**src/rtl/td4_pkg.sv**
```systemverilog
// Shared types and sizing for the TD4 execution controller and its program memory.
package td4_pkg;

  localparam int unsigned OpW      = 4;
  localparam int unsigned ImmW     = 4;
  localparam int unsigned InstrW   = OpW + ImmW;
  localparam int unsigned MemDepth = 16;
  localparam int unsigned AddrW    = $clog2(MemDepth);
  localparam int unsigned DivW     = 8;
  localparam int unsigned CountW   = 8;

  typedef enum logic [1:0] {
    StIdle,
    StRun,
    StStep,
    StHalt
  } state_e;

  function automatic logic [OpW-1:0] instr_opcode(input logic [InstrW-1:0] instr);
    return instr[InstrW-1 -: OpW];
  endfunction

  function automatic logic [ImmW-1:0] instr_imm(input logic [InstrW-1:0] instr);
    return instr[ImmW-1:0];
  endfunction

endpackage

```
**src/rtl/td4_prog_mem.sv**
```systemverilog
// 16x8 instruction store: synchronous write, asynchronous read, never reset so a
// loaded program survives a controller reset.
module td4_prog_mem
  import td4_pkg::*;
(
  input  logic              clk_i,
  input  logic              we_i,
  input  logic [AddrW-1:0]  waddr_i,
  input  logic [InstrW-1:0] wdata_i,
  input  logic [AddrW-1:0]  raddr_i,
  output logic [InstrW-1:0] rdata_o
);

  logic [InstrW-1:0] mem_q [MemDepth];

  always_ff @(posedge clk_i) begin
    if (we_i) begin
      mem_q[waddr_i] <= wdata_i;
    end
  end

  assign rdata_o = mem_q[raddr_i];

endmodule

```
**src/rtl/td4_exec_ctrl.sv**
```systemverilog
// Run/step/halt sequencer for a TD4 core: paces instruction issue with a clock divider,
// handles a single PC breakpoint and guards program-memory writes while executing.
module td4_exec_ctrl
  import td4_pkg::*;
#(
  parameter int unsigned CLK_DIV = 4
) (
  input  logic              clk,
  input  logic              rst,
  input  logic              prog_we,
  input  logic [AddrW-1:0]  prog_addr,
  input  logic [InstrW-1:0] prog_data,
  input  logic              cmd_run,
  input  logic              cmd_step,
  input  logic              cmd_halt,
  input  logic              bp_en,
  input  logic [AddrW-1:0]  bp_addr,
  input  logic [AddrW-1:0]  cpu_pc,
  output logic [OpW-1:0]    opcode,
  output logic [ImmW-1:0]   immediate,
  output logic              exec_mode,
  output logic              running,
  output logic              halted,
  output logic              bp_hit,
  output logic              wr_err,
  output logic [CountW-1:0] exec_count
);

  localparam logic [DivW-1:0] DivMax = DivW'(CLK_DIV - 1);

  state_e            state_q, state_d;
  logic [DivW-1:0]   div_q, div_d;
  logic              exec_q, exec_d;
  logic [CountW-1:0] count_q, count_d;
  logic              bp_hit_q, bp_hit_d;
  logic              wr_err_q, wr_err_d;
  logic              skip_bp_q, skip_bp_d;
  logic              mem_we;
  logic              bp_match;
  logic [InstrW-1:0] instr;

  // Writes are only safe while nothing is being fetched for execution.
  assign mem_we   = prog_we && ((state_q == StIdle) || (state_q == StHalt));
  assign bp_match = bp_en && (cpu_pc == bp_addr) && !skip_bp_q;

  td4_prog_mem u_prog_mem (
    .clk_i   (clk),
    .we_i    (mem_we),
    .waddr_i (prog_addr),
    .wdata_i (prog_data),
    .raddr_i (cpu_pc),
    .rdata_o (instr)
  );

  always_comb begin
    state_d   = state_q;
    div_d     = div_q;
    exec_d    = 1'b0;
    bp_hit_d  = bp_hit_q;
    wr_err_d  = wr_err_q;
    skip_bp_d = skip_bp_q;
    count_d   = count_q + CountW'(exec_q);

    if (prog_we && !mem_we) begin
      wr_err_d = 1'b1;
    end

    unique case (state_q)
      StIdle, StHalt: begin
        if (cmd_halt) begin
          state_d = StHalt;
        end else if (cmd_step) begin
          state_d   = StStep;
          bp_hit_d  = 1'b0;
          wr_err_d  = 1'b0;
          skip_bp_d = (state_q == StHalt);
        end else if (cmd_run) begin
          state_d   = StRun;
          div_d     = '0;
          bp_hit_d  = 1'b0;
          wr_err_d  = 1'b0;
          skip_bp_d = (state_q == StHalt);
        end
      end
      StRun: begin
        if (cmd_halt) begin
          state_d = StHalt;
          div_d   = '0;
        end else if (div_q == DivMax) begin
          div_d = '0;
          if (bp_match) begin
            state_d  = StHalt;
            bp_hit_d = 1'b1;
          end else begin
            exec_d    = 1'b1;
            skip_bp_d = 1'b0;
          end
        end else begin
          div_d = div_q + DivW'(1);
        end
      end
      StStep: begin
        // A single step always executes; the breakpoint is not consulted here.
        exec_d    = 1'b1;
        skip_bp_d = 1'b0;
        state_d   = StHalt;
      end
      default: state_d = StIdle;
    endcase
  end

  always_ff @(posedge clk or posedge rst) begin
    if (rst) begin
      state_q   <= StIdle;
      div_q     <= '0;
      exec_q    <= 1'b0;
      count_q   <= '0;
      bp_hit_q  <= 1'b0;
      wr_err_q  <= 1'b0;
      skip_bp_q <= 1'b0;
    end else begin
      state_q   <= state_d;
      div_q     <= div_d;
      exec_q    <= exec_d;
      count_q   <= count_d;
      bp_hit_q  <= bp_hit_d;
      wr_err_q  <= wr_err_d;
      skip_bp_q <= skip_bp_d;
    end
  end

  assign opcode     = instr_opcode(instr);
  assign immediate  = instr_imm(instr);
  assign exec_mode  = exec_q;
  assign running    = (state_q == StRun);
  assign halted     = (state_q == StHalt);
  assign bp_hit     = bp_hit_q;
  assign wr_err     = wr_err_q;
  assign exec_count = count_q;

endmodule

```
**config.mk**
```make
export PLATFORM = sky130hd
export DESIGN_NAME = td4_exec_ctrl
export DESIGN_NICKNAME = d
export VERILOG_FILES = /design/src/rtl/td4_pkg.sv /design/src/rtl/td4_prog_mem.sv /design/src/rtl/td4_exec_ctrl.sv
export SDC_FILE = /design/constraint.sdc
export NUM_CORES = 1
export LEC_CHECK = 0
export ABC_AREA = 1
export CAP_MARGIN = 20
export CORE_MARGIN = 2
export CORE_UTILIZATION = 40
export CTS_BUF_LIST = sky130_fd_sc_hd__clkbuf_4
export DETAILED_ROUTE_END_ITERATION = 10
export GPL_TIMING_DRIVEN = 0
export HOLD_SLACK_MARGIN = 0.05
export PLACE_DENSITY_LB_ADDON = 0.1
export REMOVE_ABC_BUFFERS = 1
export SETUP_SLACK_MARGIN = 0.3
export SYNTH_ARGS = -nofsm -noshare
export SYNTH_HDL_FRONTEND = slang
export SYNTH_SLANG_ARGS = --single-unit
export TNS_END_PERCENT = 1
```
**constraint.sdc**
```tcl
create_clock -name clk -period 2.4 [get_ports clk]
set_clock_uncertainty 0.05 [all_clocks]
set_input_delay 0.48 -clock clk [delete_from_list [all_inputs] [get_ports clk]]
set_output_delay 0.48 -clock clk [all_outputs]
set_load 0.01 [all_outputs]
```
* Yosys cells after proc, flatten, opt, wreduce, memory -nomap -nowiden *
Memories as Yosys holds them, arrays and structs flattened.
Index checks and enable logic that the tools add are counted.
Widths: inputs -> output; s select.

word-level totals
  input bits = 27
  output and inout port bits = 21
  latch bits = 0
  word-level logic and storage cells = 78
  memory bits (writable) = 128
  register bits = 22
  memories kept = 1
  bits in read-only memories = 0

memories
  memory            words  width  read ports  clocked after Yosys merged registers in  wr ports  RTL line            source
  u_prog_mem.mem_q  16     8      1           0                                        1         td4_prog_mem.sv:14  logic [InstrW-1:0] mem_q [MemDepth];

operators by class
  multiply operators = 0
  order comparisons = 0
  bitwise operators = 0
  eq/ne operators = 16
  $add $sub $neg = 2
  muxes and demuxes = 38
  reductions and logical operators = 14
  shifts and indexed selects = 0
  div/mod/pow operators = 0

operators by type and width
  kind                 count
  $mux 8               5
  $mux 1               22
  $pmux 8 s2           1
  $mux 2               6
  $ne 2x2->1 const B   5
  $add 8x1->8          1
  $add 8x1->8 const B  1
  $eq 8x2->1 const B   1
  $ne 3x2->1 const B   2
  $pmux 2 s3           1
  $reduce_and 6->1     1
  $reduce_and 5->1     1
  $eq 2x2->1 const B   2
  $eq 4x4->1           1
  $logic_and 1x1->1    4
  $ne 2x1->1 const B   2
  $ne 4x4->1 const B   1
  $pmux 1 s2           2
  $reduce_and 4->1     1
  $ne 3x3->1 const B   1
  $pmux 1 s3           1
  $reduce_and 3->1     1
  $eq 2x1->1 const B   1
  $logic_not 1->1      2
  other kinds (4)      4

* Depth between registers and ports, before layout *
  word-level depth = 10
  mapped depth = 10

* Hierarchy *
From an unflattened synthesis, not the netlist that was laid out.

second synthesis, totals
  cells, all modules = 713
  area, all modules = 6927.9 um^2

modules (own cells, without submodules)
  module         instances  cells each  area an instance (um^2)
  td4_prog_mem   1          543         5606.6
  td4_exec_ctrl  1          170         1321.3

* Worst setup path after synthesis *
No wires, ideal clock.

  path kind = reg2reg
  start point = register state_q[0]
  end point = memory u_prog_mem.mem_q[4][0] (netlist bit), enable pin
  cell stages (with the launch flop) = 8
  setup time = 370 ps
  arrival time = 1457 ps
  required time = 1980 ps
  period minus slack after synthesis = 1877 ps
  setup slack = 523 ps
  path through = dfrtp_1 > inv_1 > ha_1 > buf_4 > nand2_1 > inv_1 > nand3b_1 > nor2_1

on the way
  cells in the longest elaborated chain, start to end = 5
  elaborated cells on any way between the ends = 6
  those cells by class = eq/ne (1); mux (2); reduce/logical (3)

ends and longest elaborated chain
  item                                                  RTL line              source
  start: declaration                                    td4_exec_ctrl.sv:31   state_e state_q, state_d;
  start signal: assignment                              td4_exec_ctrl.sv:114  state_q <= StIdle;
  start signal: assignment                              td4_exec_ctrl.sv:122  state_q <= state_d;
  $eq 2x2->1 / $logic_not 2->1 (equally long branches)  td4_exec_ctrl.sv:43   assign mem_we = prog_we && ((state_q == StIdle) || (state_q == StHalt));
  $logic_or 1x1->1 (*)                                  td4_exec_ctrl.sv:43
  $logic_and 1x1->1 (*)                                 td4_exec_ctrl.sv:43
  $mux 1 (*)                                            td4_prog_mem.sv:17    if (we_i) begin
  $mux 1 (implied by the code) (*)                      td4_prog_mem.sv:18    mem_q[waddr_i] <= wdata_i;
  end: declaration                                      td4_prog_mem.sv:14

Mark *: on every way between the ends. The rest lies on a longest branch, timed or not.

* Worst setup path in the final report *
  start point = input cpu_pc[0]
  end point = output immediate[2]

on the way
  cells in the longest elaborated chain, start to end = 1

ends and longest elaborated chain
  item                RTL line             source
  start: declaration  td4_exec_ctrl.sv:18  input logic [AddrW-1:0] cpu_pc,
  $mem_v2 16x8        --
  end: declaration    td4_exec_ctrl.sv:20  output logic [ImmW-1:0] immediate,

Every way passes these cells.

==> impl_metrics.csv <==
group,metric,value,unit
placed_design,place_congestion,0.818,
job,cap_violations,0,
critical_path,worst-path-buf-inv,4,
power_and_ir_drop,p_per_area,733,nW/um2
drt,vias_per_cell,5.20,
die,die_h,131,um
synth,synth-simple-area-share,15.3,%
die,rows,46,
sta,timing.hold.ws,0.346,ns
synth,synth_compound_gate_area_share,9.94,%
power_and_ir_drop,ir_drop,0.544,mV
critical_path,r2r_setup_slack,0.20,ns
placed_design,hpwl,9110,um
critical_path,crit_path_max_fanout,34,
clock_network,cts_hold_repair.buffers,0,
synth,ys_ff_latch,150,
global_routing,busiest_layer,"met2",
die,die_w,131,um
synth,synth_seq_area_share,68.3,%
critical_path,end_kind,"output pin",
clock_network,cts_buffers,17,
global_routing,met2_usage,31.2,%
drt,wirelength,16100,um
synth,syn_area_per_cell,11.5,um2
layout,final_common_cell,"edfxtp_1",
layout,final_nets,653,
clock_network,cts_root_buffer,"clkbuf_4",
synth,synth_top_cell_area_share,59.7,%
global_routing,grt_start_max_net_pins,35,
hold_path,worst_hold_path_type,"in -> async",
sta,tightest_slew,0.847,ns
synth,synthAdderAreaFrac,1.17,%
critical_path,slowest_stage,"buf_16",
placed_design,io_buffers,47,
critical_path,critPathMaxStageDelay,0.19,ns
sta,min_period,2.28,ns
critical_path,worstPathRequired,1.87,ns
synth,synthArstFlopShare,14.7,%
global_routing,first_global_vias,4166,
critical_path,crit_type,"in -> out",
sta,fmax,0.439,GHz
die,coreArea,15800,um2
synth,synthXorXnorAreaFrac,1.09,%
synth,synth_area,6430,um2
global_routing,use_met3,4.52,%
clock_network,cts_buffer_depth,2,
sta,hold_viol,0,
synth,synth_edf_count,128,
placed_design,post-place-ws,-1.14,ns
synth,synth.distinct_cells,28,
die,die-area,17100,um2
clock_network,clk_pin_slew,0.12,ns
critical_path,reg2regPathDepth,7,
global_routing,met1_usage,27.4,%
drt,firstDrtPassIters,4,
global_routing,grt_pass1_wl,24400,um
sta,layout_setup_ws,0.120,ns
clock_network,clock_latency,0.55,ns
clock_network,cts_max_level,4,
layout,drive_gt1_share,17.5,%
drt,vias,4422,
sta,fin_crit_sh,95.0,%
synth,ys.flop_type,"edfxtp_1",
clock_network,cts_tree,"built",
clock_network,clock_sink_count,150,
critical_path,worst_ep_arrival_time,1.75,ns
sta,grt_setup_unrepaired,"yes",
global_routing,antenna_found_initial,1,
sta,relSlewSlack,43.5,%
synth,synth_top_family_by_area,"simple AND/OR/NAND/NOR gates",
sta,slew_viol_final,0,
synth,synth_warnings,0,
synth,synth_mux_area_share,0,%
critical_path,worstPathCellList,"buf_12, buf_16, inv_16, nor2_2, nor2_1, o21ai_1, o211ai_1, nand3_1, nand2_1, buf_2",
drt,drc,0,
synth,netlist_instances,561,
critical_path,crit_family,"buffers and inverters",
die,start_util,40.6,%
critical_path,r2r-start,"state_q[0]$_DFFE_PP0P_",
drt,ant_nets,0,
critical_path,reg2reg_to,"u_prog_mem.mem_q[13][0]$_DFFE_PP_",
synth,synthTopCellsByArea,"edfxtp_1 60%, dfrtp_1 8.6%, nor2_1 6.5%",
global_routing,grt_overflow,0,
drt,wl_per_cell,18.9,um
die,io_pins,48,
global_routing,grt.total_usage,19.8,%
synth,synth_largest_area_cell,"edfxtp_1",
layout,area_growth,20.9,%
critical_path,critPathLaunchType,"primary input",
sta,setup_violations,0,
power_and_ir_drop,p_leak,2.76,nW
run_status,status,"finished clean",
drt,drt_iter0_markers,380,
layout,mostFrequentLayoutCells,"128 x edfxtp_1, 94 x nor2_1, 53 x nand2_1, 50 x o21ai_0, 33 x clkdlybuf4s50_1",
## flip-flops by register name (all words and copies together), names as in the netlist
register	count
u_prog_mem.mem_q	128
exec_count	8
skip_bp_q	1
div_q	8
bp_hit	1
state_q	2
exec_mode	1
wr_err	1
## what timing repair did
item / CTS / global route
setup endpoints to repair: 146 / 145
gates resized for setup: 76 / 23
buffers inserted: 1 / 9
pin swaps: 12 / 11
cloned: 6 / 0
endpoints found under the hold margin: 0 / 0
## worst max path at each step
| stage | startpoint | endpoint | cells after the start |
|---|---|---|---|
| final | cpu_pc[0] | immediate[2] | 10 |
| after global routing | state_q[0]$_DFFE_PP0P_ | u_prog_mem.mem_q[8][1]$_DFFE_PP_ | 6 |
| after CTS | u_prog_mem.mem_q[13][0]$_DFFE_PP_ | immediate[0] | 7 |
| after detailed placement | cpu_pc[2] | opcode[1] | 6 |
| after global placement | cpu_pc[0] | immediate[2] | 9 |
| after floorplan | state_q[0]$_DFFE_PP0P_ | u_prog_mem.mem_q[4][0]$_DFFE_PP_ | 6 |
## cell usage after synthesis, types with 2 or more instances
master    number
xnor2_1        3
o21ai_0       52
ha_1           6
nand4_1        4
nor3_1         2
nand3_1       31
nor2_2        20
o211ai_1      32
edfxtp_1     128
a22oi_1        2
inv_4          2
clkbuf_1       9
o21ai_1       15
nand2_1       54
inv_1         28
dfrtp_1       22
nor2_1       111
inv_2          3
xor2_1         5
buf_6          4
nand2_2        4
buf_2         11
a21oi_1        8
## cell families (layout without fill, tap and decap cells)
logic type / after synthesis / in the layout
AOI/OAI and AO/OA: 110 / 110
xor gates and xnor gates: 8 / 8
adders and majority gates: 6 / 6
buffers and inverters: 58 / 130
DFF: 150 / 150
other: 0 / 1
and+or+nand+nor: 229 / 229
## routing by layer
layer / vias up / part of all wire [%]
met2: 129 / 47
li1: 2087 / -
met3: 20 / 5.2
met4: 0 / 1.9
met1: 2186 / 46
met5: - / 0
## stage by stage
stage	power (mW)	utilization [%]	TNS, ns	std cells	instance area, um2
floorplan	3.68	-	0	536	6290
global placement	4.15	44.4	-37.80	799	7030
detailed placement	4.17	44.6	-15.77	801	7060
CTS	5.70	47.6	0	840	7530
global route	5.98	49.1	-0.0563	850	7780
finish	5.70	49.1	0	850	7780
## power by group
group          total (mW)  leakage [nW]  switching [mW]  internal (mW)
sequential           3.06          1.44          0.0861           2.97
clock                1.50         0.147           0.871          0.633
combinational        1.14          1.17           0.691          0.447
## layout make-up
cell class,instances,area [um2]
tap,216,270
clock inverter,12,113
timing repair buffer,62,757
fill,1441,8050
clock buffer,20,150
multi-input combinational,353,1900
timing repair inverter,3,43.8
sequential,150,4390
antenna,1,2.50
inverter,33,145
Power figures use the tool's default switching activity.
